**config.mk**
```make
export PLATFORM = sky130hd
export DESIGN_NAME = axi_mem_responder
export DESIGN_NICKNAME = d
export VERILOG_FILES = /design/src/rtl/axi_mem_responder.sv
export SDC_FILE = /design/constraint.sdc
export NUM_CORES = 1
export LEC_CHECK = 0
export BUFFER_PORTS_ARGS = -buffer_cell sky130_fd_sc_hd__buf_2
export CORE_AREA = 2 2 222 224
export DETAILED_ROUTE_END_ITERATION = 8
export DIE_AREA = 0 0 224 226
export PLACE_DENSITY = 0.57
export SKIP_CTS_REPAIR_TIMING = 1
export SYNTH_ARGS = -nofsm -noshare
export SYNTH_HDL_FRONTEND = slang
export SYNTH_SLANG_ARGS = --single-unit
export TNS_END_PERCENT = 100
```
**constraint.sdc**
```tcl
create_clock -name clk_i -period 6.45 [get_ports clk_i]
set_input_delay 0 -clock clk_i [delete_from_list [all_inputs] [get_ports clk_i]]
set_output_delay 0 -clock clk_i [all_outputs]
set_load 0.05 [all_outputs]
```
**src/rtl/axi_mem_responder.sv**
```systemverilog
// AXI4 subordinate: one INCR burst at a time onto a fixed-latency 64-bit memory, with a single exclusive reservation.
// Latency: first R beat 3 cycles after AR, 3 cycles per read beat; W taken one beat per cycle from the cycle after AW.
// Backpressure: r_valid/b_valid hold with stable payload until ready; AR/AW/W refused outside their serving states.
package ariane_axi;
    localparam int unsigned IdWidth = 4;
    typedef logic [IdWidth-1:0] id_t;

    typedef struct packed {
        id_t         id;
        logic [63:0] addr;
        logic [7:0]  len;
        logic [2:0]  size;
        logic [1:0]  burst;
        logic        lock;
        logic [3:0]  cache;
        logic [2:0]  prot;
        logic [3:0]  qos;
        logic [3:0]  region;
        logic [5:0]  atop;
    } aw_chan_t;

    typedef struct packed {
        id_t         id;
        logic [63:0] addr;
        logic [7:0]  len;
        logic [2:0]  size;
        logic [1:0]  burst;
        logic        lock;
        logic [3:0]  cache;
        logic [2:0]  prot;
        logic [3:0]  qos;
        logic [3:0]  region;
    } ar_chan_t;

    typedef struct packed {
        logic [63:0] data;
        logic [7:0]  strb;
        logic        last;
    } w_chan_t;

    typedef struct packed {
        id_t        id;
        logic [1:0] resp;
    } b_chan_t;

    typedef struct packed {
        id_t         id;
        logic [63:0] data;
        logic [1:0]  resp;
        logic        last;
    } r_chan_t;

    typedef struct packed {
        aw_chan_t aw;
        logic     aw_valid;
        w_chan_t  w;
        logic     w_valid;
        logic     b_ready;
        ar_chan_t ar;
        logic     ar_valid;
        logic     r_ready;
    } req_t;

    typedef struct packed {
        logic    aw_ready;
        logic    ar_ready;
        logic    w_ready;
        logic    b_valid;
        b_chan_t b;
        logic    r_valid;
        r_chan_t r;
    } resp_t;
endpackage

module axi_mem_responder #(
    parameter int unsigned AxiNumWords = 4,
    parameter int unsigned AxiIdWidth  = 4
) (
    input  logic              clk_i,
    input  logic              rst_i,
    input  ariane_axi::req_t  axi_req_i,
    output ariane_axi::resp_t axi_resp_o,
    output logic              mem_req_o,
    output logic              mem_we_o,
    output logic [63:0]       mem_addr_o,
    output logic [63:0]       mem_wdata_o,
    output logic [7:0]        mem_be_o,
    input  logic [63:0]       mem_rdata_i
);
    localparam logic [1:0] RESP_OKAY   = 2'b00;
    localparam logic [1:0] RESP_EXOKAY = 2'b01;
    localparam logic [1:0] RESP_SLVERR = 2'b10;

    typedef enum logic [2:0] {IDLE, RD_REQ, RD_WAIT, RD_RESP, WR_DATA, WR_RESP} state_t;

    state_t                r_state;
    logic [63:0]           r_addr;
    logic [7:0]            r_len;
    logic [2:0]            r_size;
    logic [AxiIdWidth-1:0] r_id;
    logic                  r_lock;
    logic                  r_err;
    logic                  r_excl_ok;
    logic                  r_bad_last;
    logic                  r_last_wr;
    logic [8:0]            r_cnt;
    logic [63:0]           r_rdata;
    logic                  r_res_vld;
    logic [60:0]           r_res_addr;
    logic [AxiIdWidth-1:0] r_res_id;

    logic        w_sel_rd;
    logic        w_sel_wr;
    logic        w_ar_err;
    logic        w_aw_err;
    logic        w_aw_excl_ok;
    logic        w_suppress;
    logic        w_res_hit;
    logic        w_last_beat;
    logic [63:0] w_addr_nxt;
    logic        w_unused;

    // On a tie, serve whichever channel was not served last.
    assign w_sel_rd = axi_req_i.ar_valid && (!axi_req_i.aw_valid || r_last_wr);
    assign w_sel_wr = axi_req_i.aw_valid && !w_sel_rd;

    assign w_ar_err = (32'(axi_req_i.ar.len) >= AxiNumWords) || (axi_req_i.ar.size > 3'd3);
    assign w_aw_err = (32'(axi_req_i.aw.len) >= AxiNumWords) || (axi_req_i.aw.size > 3'd3)
                   || (axi_req_i.aw.atop != 6'd0);
    assign w_aw_excl_ok = r_res_vld && (r_res_addr == axi_req_i.aw.addr[63:3])
                       && (r_res_id == axi_req_i.aw.id);

    assign w_suppress  = r_err || (r_cnt > {1'b0, r_len}) || (r_lock && !r_excl_ok);
    assign w_res_hit   = r_res_vld && (r_addr[63:3] == r_res_addr);
    assign w_last_beat = (r_cnt == {1'b0, r_len});
    assign w_addr_nxt  = r_addr + (64'd1 << r_size);

    assign w_unused = ^{axi_req_i.aw.burst, axi_req_i.aw.cache, axi_req_i.aw.prot, axi_req_i.aw.qos,
                        axi_req_i.aw.region, axi_req_i.ar.burst, axi_req_i.ar.cache, axi_req_i.ar.prot,
                        axi_req_i.ar.qos, axi_req_i.ar.region};

    always_ff @(posedge clk_i) begin
        if (rst_i) begin
            r_state    <= IDLE;
            r_addr     <= '0;
            r_len      <= '0;
            r_size     <= '0;
            r_id       <= '0;
            r_lock     <= 1'b0;
            r_err      <= 1'b0;
            r_excl_ok  <= 1'b0;
            r_bad_last <= 1'b0;
            r_last_wr  <= 1'b1;
            r_cnt      <= '0;
            r_rdata    <= '0;
            r_res_vld  <= 1'b0;
            r_res_addr <= '0;
            r_res_id   <= '0;
        end else begin
            unique case (r_state)
                IDLE: begin
                    if (w_sel_rd) begin
                        r_addr    <= axi_req_i.ar.addr;
                        r_len     <= axi_req_i.ar.len;
                        r_size    <= axi_req_i.ar.size;
                        r_id      <= axi_req_i.ar.id;
                        r_lock    <= axi_req_i.ar.lock;
                        r_err     <= w_ar_err;
                        r_cnt     <= '0;
                        r_last_wr <= 1'b0;
                        if (axi_req_i.ar.lock) begin
                            r_res_vld  <= 1'b1;
                            r_res_addr <= axi_req_i.ar.addr[63:3];
                            r_res_id   <= axi_req_i.ar.id;
                        end
                        r_state <= RD_REQ;
                    end else if (w_sel_wr) begin
                        r_addr     <= axi_req_i.aw.addr;
                        r_len      <= axi_req_i.aw.len;
                        r_size     <= axi_req_i.aw.size;
                        r_id       <= axi_req_i.aw.id;
                        r_lock     <= axi_req_i.aw.lock;
                        r_err      <= w_aw_err;
                        r_excl_ok  <= w_aw_excl_ok;
                        r_bad_last <= 1'b0;
                        r_cnt      <= '0;
                        r_last_wr  <= 1'b1;
                        r_state    <= WR_DATA;
                    end
                end
                RD_REQ:  r_state <= RD_WAIT;
                RD_WAIT: begin
                    r_rdata <= r_err ? 64'd0 : mem_rdata_i;
                    r_state <= RD_RESP;
                end
                RD_RESP: begin
                    if (axi_req_i.r_ready) begin
                        if (w_last_beat) begin
                            r_state <= IDLE;
                        end else begin
                            r_cnt   <= r_cnt + 9'd1;
                            r_addr  <= w_addr_nxt;
                            r_state <= RD_REQ;
                        end
                    end
                end
                WR_DATA: begin
                    if (axi_req_i.w_valid) begin
                        if (r_cnt != 9'h1FF) r_cnt <= r_cnt + 9'd1;
                        r_addr <= w_addr_nxt;
                        // A committed exclusive beat has passed the check; a plain beat only clears on a hit.
                        if (!w_suppress && (r_lock || w_res_hit)) r_res_vld <= 1'b0;
                        if (axi_req_i.w.last) begin
                            r_bad_last <= !w_last_beat;
                            r_state    <= WR_RESP;
                        end
                    end
                end
                WR_RESP: if (axi_req_i.b_ready) r_state <= IDLE;
                default: r_state <= IDLE;
            endcase
        end
    end

    always_comb begin
        axi_resp_o  = '0;
        mem_req_o   = 1'b0;
        mem_we_o    = 1'b0;
        mem_addr_o  = '0;
        mem_wdata_o = '0;
        mem_be_o    = '0;
        unique case (r_state)
            IDLE: begin
                axi_resp_o.ar_ready = w_sel_rd;
                axi_resp_o.aw_ready = w_sel_wr;
            end
            RD_REQ: begin
                mem_req_o  = !r_err;
                mem_addr_o = r_addr;
            end
            RD_RESP: begin
                axi_resp_o.r_valid = 1'b1;
                axi_resp_o.r.data  = r_rdata;
                axi_resp_o.r.id    = r_id;
                axi_resp_o.r.last  = w_last_beat;
                axi_resp_o.r.resp  = r_err ? RESP_SLVERR : (r_lock ? RESP_EXOKAY : RESP_OKAY);
            end
            WR_DATA: begin
                axi_resp_o.w_ready = 1'b1;
                mem_req_o   = axi_req_i.w_valid;
                mem_we_o    = axi_req_i.w_valid;
                mem_addr_o  = r_addr;
                mem_wdata_o = axi_req_i.w.data;
                mem_be_o    = (axi_req_i.w_valid && !w_suppress) ? axi_req_i.w.strb : 8'h00;
            end
            WR_RESP: begin
                axi_resp_o.b_valid = 1'b1;
                axi_resp_o.b.id    = r_id;
                axi_resp_o.b.resp  = (r_err || r_bad_last) ? RESP_SLVERR
                                   : ((r_lock && r_excl_ok) ? RESP_EXOKAY : RESP_OKAY);
            end
            default: ;
        endcase
    end
endmodule

```
[Word level (Yosys, flattened, before mapping)]
Cells that the tools add are included.
Word-level totals
  bits in registers: 226
  latch bits: 0
  bits in writable memories: 0
  memory bits (read-only): 0
  input port bits: 344
  output and inout bits: 220
  logic and storage cells: 141
  memories: 0
Cells by class
  add/sub/neg operators: 2
  multiply operators: 0
  div/mod/pow operators: 0
  order comparisons: 5
  equal/unequal tests: 22
  shifts and indexed selects: 1
  multiplexer cells: 58
  bitwise gates (word level): 1
  reductions and logical operators: 37
Operator list (number)
  64-bit two-way mux: 8
  64-bit case mux with 3 select lines: 1
  61-bit equality test: 2
  72-bit two-way mux: 1
  64-bit adder: 1
  1-bit by 3-bit << shifter with 64-bit output (first input constant): 1
  9-bit two-way mux: 6
  8-bit two-way mux: 4
  9-bit case mux with 3 select lines: 1
  3-bit two-way mux: 8
  2-bit != test (second input constant): 11
  5-bit AND reduction: 4
  1-bit two-way mux: 19
  3-bit case mux with 6 select lines: 1
  8-bit by 3-bit >= comparator with 1-bit output (second input constant): 2
  9-bit by 1-bit adder with 9-bit output (second input constant): 1
  9-bit by 8-bit equality test with 1-bit output: 1
  9-bit by 8-bit greater-than comparator with 1-bit output: 1
  1-bit logical AND: 9
  9-bit != test (second input constant): 1
  1-bit logical OR: 8
  4-bit two-way mux: 2
  7-bit two-way mux: 1
  3-bit by 2-bit equality test with 1-bit output (second input constant): 2
  other kinds (17): 30

[Depth between registers and ports, before layout]
Gate-level depths: netlist of the first run.
  depth after elaboration: 8
  depth in mapped cells: 12
  gate-level depth less buffers: 10

[Worst setup path after synthesis of the first run]
OpenSTA, ideal clock, no wires.
  kind: flip-flop to output port
  from: register r_state[0]
  to: output port axi_resp_o[72] (netlist bit)
  data arrival time: 3297 ps
  data required time: 6450 ps
  slack: 3153 ps
  cell stages (with the launch flop): 6
  path buffers: 2
  path through: dfxtp_1 buf_2 clkbuf_1 inv_1 nor2_1 nor4b_1
RTL lines
  start, declared: line 96  | state_t r_state;
  start signal, assigned: line 144  | r_state <= IDLE;
  start signal, assigned: line 176  | r_state <= RD_REQ;
  start signal, assigned: line 188  | r_state <= WR_DATA;
  end, declared: line 82  | output ariane_axi::resp_t axi_resp_o,

[Worst setup path in the final report of the first run]
  from: register r_state[1]
  to: register r_addr[25]
Between the ends
  word-level cells in the longest chain between the ends: 3
  elaborated cells on any way between the ends: 10
  classes of those cells: eq/ne (6); mux (1); reduce/logical (3)
Ends and longest elaborated chain
  3-bit by 2-bit equality test with 1-bit output, or another cell as far along: line 160  | unique case (r_state)
  2-bit != test (no source line), or another cell as far along
  5-bit AND reduction (no source line)
  end signal, assigned: line 163  | r_addr <= axi_req_i.ar.addr;
  end signal, assigned: line 178  | r_addr <= axi_req_i.aw.addr;
  end signal, assigned: line 202  | r_addr <= w_addr_nxt;
  end, declared: line 97  | logic [63:0] r_addr;
Several ways; a longest one is shown, not always the timed one.
A chain may end at the register's enable or synchronous reset.

==> flow_metrics.tcl, run 1 <==
set metrics [dict create \
    synth_top_area_cell "sky130_fd_sc_hd__dfxtp_1" \
    number_of_buffers_created_by_cts 29 \
    postSynthNetCount 2410 \
    clk_root_buffer_cell "sky130_fd_sc_hd__clkbuf_16" \
    fraction_of_the_cycle_the_final_worst_path_needs_pct 63.3 \
    timing.clock.skew_ns 0.0518 \
    grt_antenna_before_repair 7 \
    final.min_clock_period_ns 4.08 \
    floorplan.die.height_um 226 \
    worst_setup_path_start_kind "flip-flop" \
    port_buffers 529 \
    crit_fanout 50 \
    drv_cap 0 \
    finalSetupViolCount 0 \
    cts.sinks 226 \
    synth-warning-count 0 \
    synth_top_cells_by_count "sky130_fd_sc_hd__nand2_1, sky130_fd_sc_hd__dfxtp_1, sky130_fd_sc_hd__a21oi_1, sky130_fd_sc_hd__and2_1, sky130_fd_sc_hd__clkbuf_1" \
    synthArstFlopShare_pct 0 \
    drt_wl_total_mm 80.5 \
    vdd_drop_max_uv 404 \
    synth_cells 2047 \
    sum_neg_setup_slack_ns 0 \
    ant_nets 0 \
    sort_of_element_at_the_end_of_the_critical_path "flip-flop" \
    use_met2_pct 45.5 \
    io-pin-count 564 \
    fmax_mhz 245 \
    vias 18400 \
    clkSlewWorstSetupHoldPaths_ns 0.07 \
    dieWidth_um 224 \
    worstHoldEndpoint "r_addr[40]" \
    clock_tree_from_tritoncts "done" \
    drt_pass1_iterations 7 \
    unrepaired_setup_endpoints_after_global_routing "no" \
    worstReg2RegEnd "r_addr[25]" \
    worstPathRequired_ns 6.89 \
    netlist.area_leader.share_pct 30.4 \
    globalplace.congestion 0.996 \
    detailedPlacementHpwl_mm 60.2 \
    area_growth_pct 40.4 \
    die_footprint_um2 50600 \
    grt_first_pass_wirelength_mm 110 \
    synth_top_cells_by_area "sky130_fd_sc_hd__dfxtp_1, sky130_fd_sc_hd__nand2_1, sky130_fd_sc_hd__and2_1, sky130_fd_sc_hd__a21oi_1, sky130_fd_sc_hd__xor2_1" \
    ys_dominant_reg_cell "sky130_fd_sc_hd__dfxtp_1" \
    violations_in_the_final_reports "hold timing" \
    synthesized_cell_area_um2 14900 \
    crit_path_class "flip-flop to flip-flop" \
    placement_rows 81 \
    synth_enable_flop_cells 0 \
    final_hold_vios 4 \
    max-slew-margin-rel_pct 15.7 \
    finish.net_count 3031 \
    grt_max_degree 87 \
    regToRegStartpoint "r_state[1]" \
    use_met3_pct 6.13 \
    floorplan_core_area_um2 48300 \
    synth-seq-cells 226 \
    reg2reg_slack_ns 2.37 \
    cts_htree_levels 1 \
    globalRouteMet1Util_pct 41.5 \
    fraction_of_final_layout_cells_with_drive_strength_greater_than_1_pct 23.4 \
    worst_hold_slack_ns -0.0451 \
    hold_path_depth 5 \
    first_global_vias 16000 \
    grt_overflow 0 \
    routed_wire_length_per_instance_um 24.3 \
    worstSkewPairLatency_ns 0.61 \
    avgSynthCellArea_um2 7.27 \
    start_util_pct 30.8 \
    timing.final.max_slew_violations 0 \
    max_slew.worst_pin.slew_ns 1.27 \
    clk_path_buf_depth 3 \
    grt_busiest_layer "met2" \
    drc_errors 0 \
    ys_types 80 \
    yosys.cell_count.top_type "sky130_fd_sc_hd__nand2_1" \
    global_route.usage.total_pct 29.5 \
    reg2regPathDepth 8 \
    status "finished, violations left" \
    sequential_element_share_of_the_synthesized_area_pct 30.4 \
    powerDensity_nw_per_um2 419 \
    initialDrtViolationCount 1967 \
    cellLeakagePower_nw 9.12 \
    routed_via_density 5.56 \
    hold_class "input port to flip-flop" \
    power.total_w 0.00874 \
    hold_path_startpoint "axi_req_i[250]" \
    cp_data_arrival_time_ns 4.52 \
]
-- per-stage QoR --
step	std cells	cell area [um2]	hold slack, ns	utilization [%]	setup slack [ns]
after floorplan	2047	14900	0.136	-	3.15
after global placement	3055	17900	0.254	37.0	2.49
after detailed placement	3055	17900	0.258	37.0	2.34
after CTS	3105	18800	-0.362	39.0	2.37
after global routing	3309	20900	0.00609	43.2	2.06
final	3310	20900	-0.0451	43.2	2.37
-- critical path, stage by stage, from the launching register on --
cell and delay (ns):
sky130_fd_sc_hd__dfxtp_1 0.47, sky130_fd_sc_hd__buf_4 0.43, sky130_fd_sc_hd__nand3b_1 0.31, sky130_fd_sc_hd__nor4_2 0.69
sky130_fd_sc_hd__or2_2 0.94, sky130_fd_sc_hd__buf_4 0.53, sky130_fd_sc_hd__o31ai_1 0.21, sky130_fd_sc_hd__a221oi_1 0.27
sky130_fd_sc_hd__a311oi_1 0.08
-- registers in the layout, indices dropped and copies added, names as in the netlist, 4 cells and up --
name and flops:
r_addr 64, r_cnt 9, r_id 4, r_res_id 4, r_res_addr 61, r_len 8
r_rdata 64
-- area by class of cell --
| cell class | count | area, um2 |
|---|---|---|
| flip-flops and latches | 226 | 4520 |
| inverters | 51 | 191 |
| fillers | 4955 | 27500 |
| multi-input cells | 1607 | 9590 |
| diodes | 1 | 2.50 |
| clock inverters | 8 | 96.3 |
| well taps | 622 | 778 |
| repair buffers | 753 | 4850 |
| clock buffers | 42 | 855 |
-- metal layers --
layer  part of all wire, %  up-vias
li1                      -     8417
met1                    42     8763
met2                    44     1082
met3                    11      152
met4                   3.0        2
met5                 0.015        -
-- power by group --
part	total, W	switching (W)	internal, W
Combinational	0.00461	0.00321	0.00140
Sequential	0.00245	0.000703	0.00174
Clock	0.00169	0.000700	0.000988
-- worst max-delay path by stage --
stage / start / end / slack (ns)
after floorplan: r_state[0] / axi_resp_o[72] / 3.15
after global routing: r_state[1] / r_addr[25] / 2.06
after detailed placement: r_state[1] / r_addr[25] / 2.34
after CTS: r_state[1] / r_addr[25] / 2.37
final: r_state[1] / r_addr[25] / 2.37
after global placement: r_state[1] / r_addr[25] / 2.49
-- kinds of logic after synthesis --
family                   count (synthesis)  synth area share (%)
flip-flops                             226                  30.4
AND/OR/NAND/NOR                        997                  34.3
AO/OA/AOI/OAI                          446                  19.1
adder cells (fa/ha/maj)                 19                  1.65
multiplexers                            41                  2.82
XOR/XNOR                               104                  6.12
buffers and inverters                  214                  5.54
-- cells in the final DEF, fill, tap and decap left out, types with 20 or more instances in the layout --
cell type                       synthesis  routed
sky130_fd_sc_hd__a21oi_1              219     219
sky130_fd_sc_hd__buf_2                 13     528
sky130_fd_sc_hd__dlygate4sd3_1          0     204
sky130_fd_sc_hd__a311oi_1              21      21
sky130_fd_sc_hd__buf_4                  1      20
sky130_fd_sc_hd__dfxtp_1              226     226
sky130_fd_sc_hd__xnor2_1               31      30
sky130_fd_sc_hd__clkbuf_16              0      29
sky130_fd_sc_hd__o21ai_0               28      27
sky130_fd_sc_hd__nor3_1                75      75
sky130_fd_sc_hd__and2_1               197     197
sky130_fd_sc_hd__nand2b_1              21      20
sky130_fd_sc_hd__o211ai_1              23      23
sky130_fd_sc_hd__nand3_1               45      45
sky130_fd_sc_hd__nand4_1               35      35
sky130_fd_sc_hd__inv_1                 49      49
sky130_fd_sc_hd__nor2_1                86      83
sky130_fd_sc_hd__xor2_1                73      73
sky130_fd_sc_hd__nand2_1              362     361
sky130_fd_sc_hd__mux2i_1               34      34
sky130_fd_sc_hd__nand3b_1              67      67
sky130_fd_sc_hd__a31oi_1               22      22
sky130_fd_sc_hd__nor4_1                31      31
No activity file was read; power rests on OpenSTA's default activity.
==> inputs of run 2 (changes only) <==
clock period = 4 ns   (was 6.45 ns; I/O delays follow)
==> run 2 against run 1 <==
  * The run still ends with hold timing left
  * Sequential share of layout area increased by 0.26 points
  * Register-to-register slack got worse by 1.7 ns
  * Wire length increased by 0.38%
  * Non-clock buffer count decreased by 14
  * Global-route usage about the same
  * Core utilization decreased by 0.51 points
  * First-iteration DRC count decreased by 7.4%
  * Fmax increased by 22%
  * Combinational power increased by 67%
==> flow_metrics.tcl, run 2 (same netlist as run 1, synthesis figures left out) <==
set metrics [dict create \
    status "finished, violations left" \
    violations_in_the_final_reports "hold timing" \
    final_common_cell "sky130_fd_sc_hd__buf_2" \
    max_slew.worst_pin.slew_ns 1.03 \
    placement_rows 81 \
    seqCellArea_um2 4520 \
    layout.cell_area.non_filler_um2 20600 \
    clkSlewWorstSetupHoldPaths_ns 0.06 \
    sum_neg_setup_slack_ns 0 \
    grt_busiest_layer "met2" \
    start_util_pct 30.8 \
    first_global_vias 16300 \
    worst_hold_slack_ns -0.0283 \
    crit_fanout 30 \
    floorplan.die.height_um 226 \
    use_met2_pct 44.8 \
    initialDrtViolationCount 1822 \
    globalplace.congestion 1.04 \
    sort_of_element_at_the_end_of_the_critical_path "flip-flop" \
    grt_antenna_before_repair 4 \
    floorplan_core_area_um2 48300 \
    routed_wire_length_per_instance_um 24.5 \
    routed_via_density 5.61 \
    hold_class "input port to flip-flop" \
    drc_errors 0 \
    use_met3_pct 6.74 \
    drt_wl_total_mm 80.8 \
    globalRouteMet1Util_pct 40.5 \
    cts.sinks 226 \
    cts_htree_levels 1 \
    placement.cell_area_um2 18100 \
    area_growth_pct 38.7 \
    timing.clock.skew_ns 0.0190 \
    post-place-cells 3075 \
    grt_max_degree 98 \
    powerDensity_nw_per_um2 681 \
    global_route.usage.total_pct 29.4 \
    drt_pass1_iterations 6 \
    drv_cap 0 \
    max-slew-margin-rel_pct 31.0 \
    worstPathRequired_ns 4.41 \
    largestRegisters "r_addr x64, r_rdata x64, r_res_addr x61" \
    worst_setup_path_start_kind "flip-flop" \
    vdd_drop_max_uv 553 \
    ant_nets 0 \
    cp_data_arrival_time_ns 3.74 \
    cellLeakagePower_nw 8.99 \
    filler_cell_count 4972 \
    detailedPlacementHpwl_mm 61.1 \
    clk_root_buffer_cell "sky130_fd_sc_hd__clkbuf_16" \
    fraction_of_final_layout_cells_with_drive_strength_greater_than_1_pct 24.1 \
    unrepaired_setup_endpoints_after_global_routing "no" \
    io-pin-count 564 \
    grt_overflow 0 \
    fmax_mhz 300 \
    grt_first_pass_wirelength_mm 110 \
    timing.final.max_slew_violations 0 \
    final_hold_vios 6 \
    final_cell_mix "sky130_fd_sc_hd__buf_2, sky130_fd_sc_hd__nand2_1, sky130_fd_sc_hd__dfxtp_1" \
    vias 18500 \
    finalSetupViolCount 0 \
    finish.net_count 3015 \
    final.min_clock_period_ns 3.33 \
    worstSkewPairLatency_ns 0.56 \
    port_buffers 529 \
    fraction_of_the_cycle_the_final_worst_path_needs_pct 83.3 \
    clk_path_buf_depth 3 \
    dieWidth_um 224 \
    crit_path_class "flip-flop to flip-flop" \
    die_footprint_um2 50600 \
    number_of_buffers_created_by_cts 27 \
    clock_tree_from_tritoncts "done" \
    multi_input_gate_area_in_the_final_layout_um2 9590 \
    layoutNonFillerInstCount 3292 \
]
## run 2: cell count changes in the layout (fill, tap and decap cells not counted)
cell,change
sky130_fd_sc_hd__dlygate4sd3_1,-34
sky130_fd_sc_hd__clkinv_4,+1
sky130_fd_sc_hd__inv_6,-1
sky130_fd_sc_hd__clkbuf_8,-4
sky130_fd_sc_hd__buf_4,+17
sky130_fd_sc_hd__buf_12,+3
sky130_fd_sc_hd__clkbuf_16,-2
sky130_fd_sc_hd__clkinv_2,+2
## run 2: worst paths after layout
path	to	depth (start not counted)	start	slack, ns
max	r_addr[0]	7	r_state[0]	0.67
min	r_last_wr	4	axi_req_i[174]	-0.03
min reg2reg	r_rdata[11]	2	r_rdata[11]	0.45
max reg2reg	r_addr[0]	7	r_state[0]	0.67
## run 2: power breakdown
part	switching, W	internal, W	leakage (nW)
clock network	0.00107	0.00143	0.423
logic	0.00534	0.00236	6.73
registers	0.00104	0.00281	1.84
## run 2: metal layers
layer | share of wire (%) | vias up | routed length, um
met5 | 0.014 | - | 11
met2 | 44 | 1109 | 35600
met3 | 11 | 169 | 8620
li1 | - | 8363 | -
met4 | 3.7 | 2 | 2970
met1 | 42 | 8823 | 33600
## run 2: area by class of cell
type	instances	area share, %
well taps	622	3.77
repair buffers	739	22.7
clock buffers	36	3.63
inverters	51	0.928
clock inverters	10	0.515
diodes	1	0.0121
multi-input cells	1607	46.5
flip-flops and latches	226	21.9
## run 2: through the flow
step	util, %	power (W)	setup slack [ns]
5_1_grt	42.7	0.0147	0.430
3_3_place_gp	37.4	0.0111	0.827
4_1_cts	39.2	0.0137	0.776
6_report	42.7	0.0140	0.669
2_1_floorplan	-	0.00835	0.703
3_5_place_dp	37.4	0.0111	0.829
## run 2: worst max-delay path, stage by stage (launching register included)
cell                            delay [ns]
sky130_fd_sc_hd__dfxtp_1              0.71
sky130_fd_sc_hd__nand3b_1             0.33
sky130_fd_sc_hd__nor4_2               0.58
sky130_fd_sc_hd__or2_2                0.71
sky130_fd_sc_hd__a311oi_1             0.09
sky130_fd_sc_hd__dlygate4sd3_1        0.59
sky130_fd_sc_hd__a21oi_1              0.12
sky130_fd_sc_hd__nor2_1               0.05
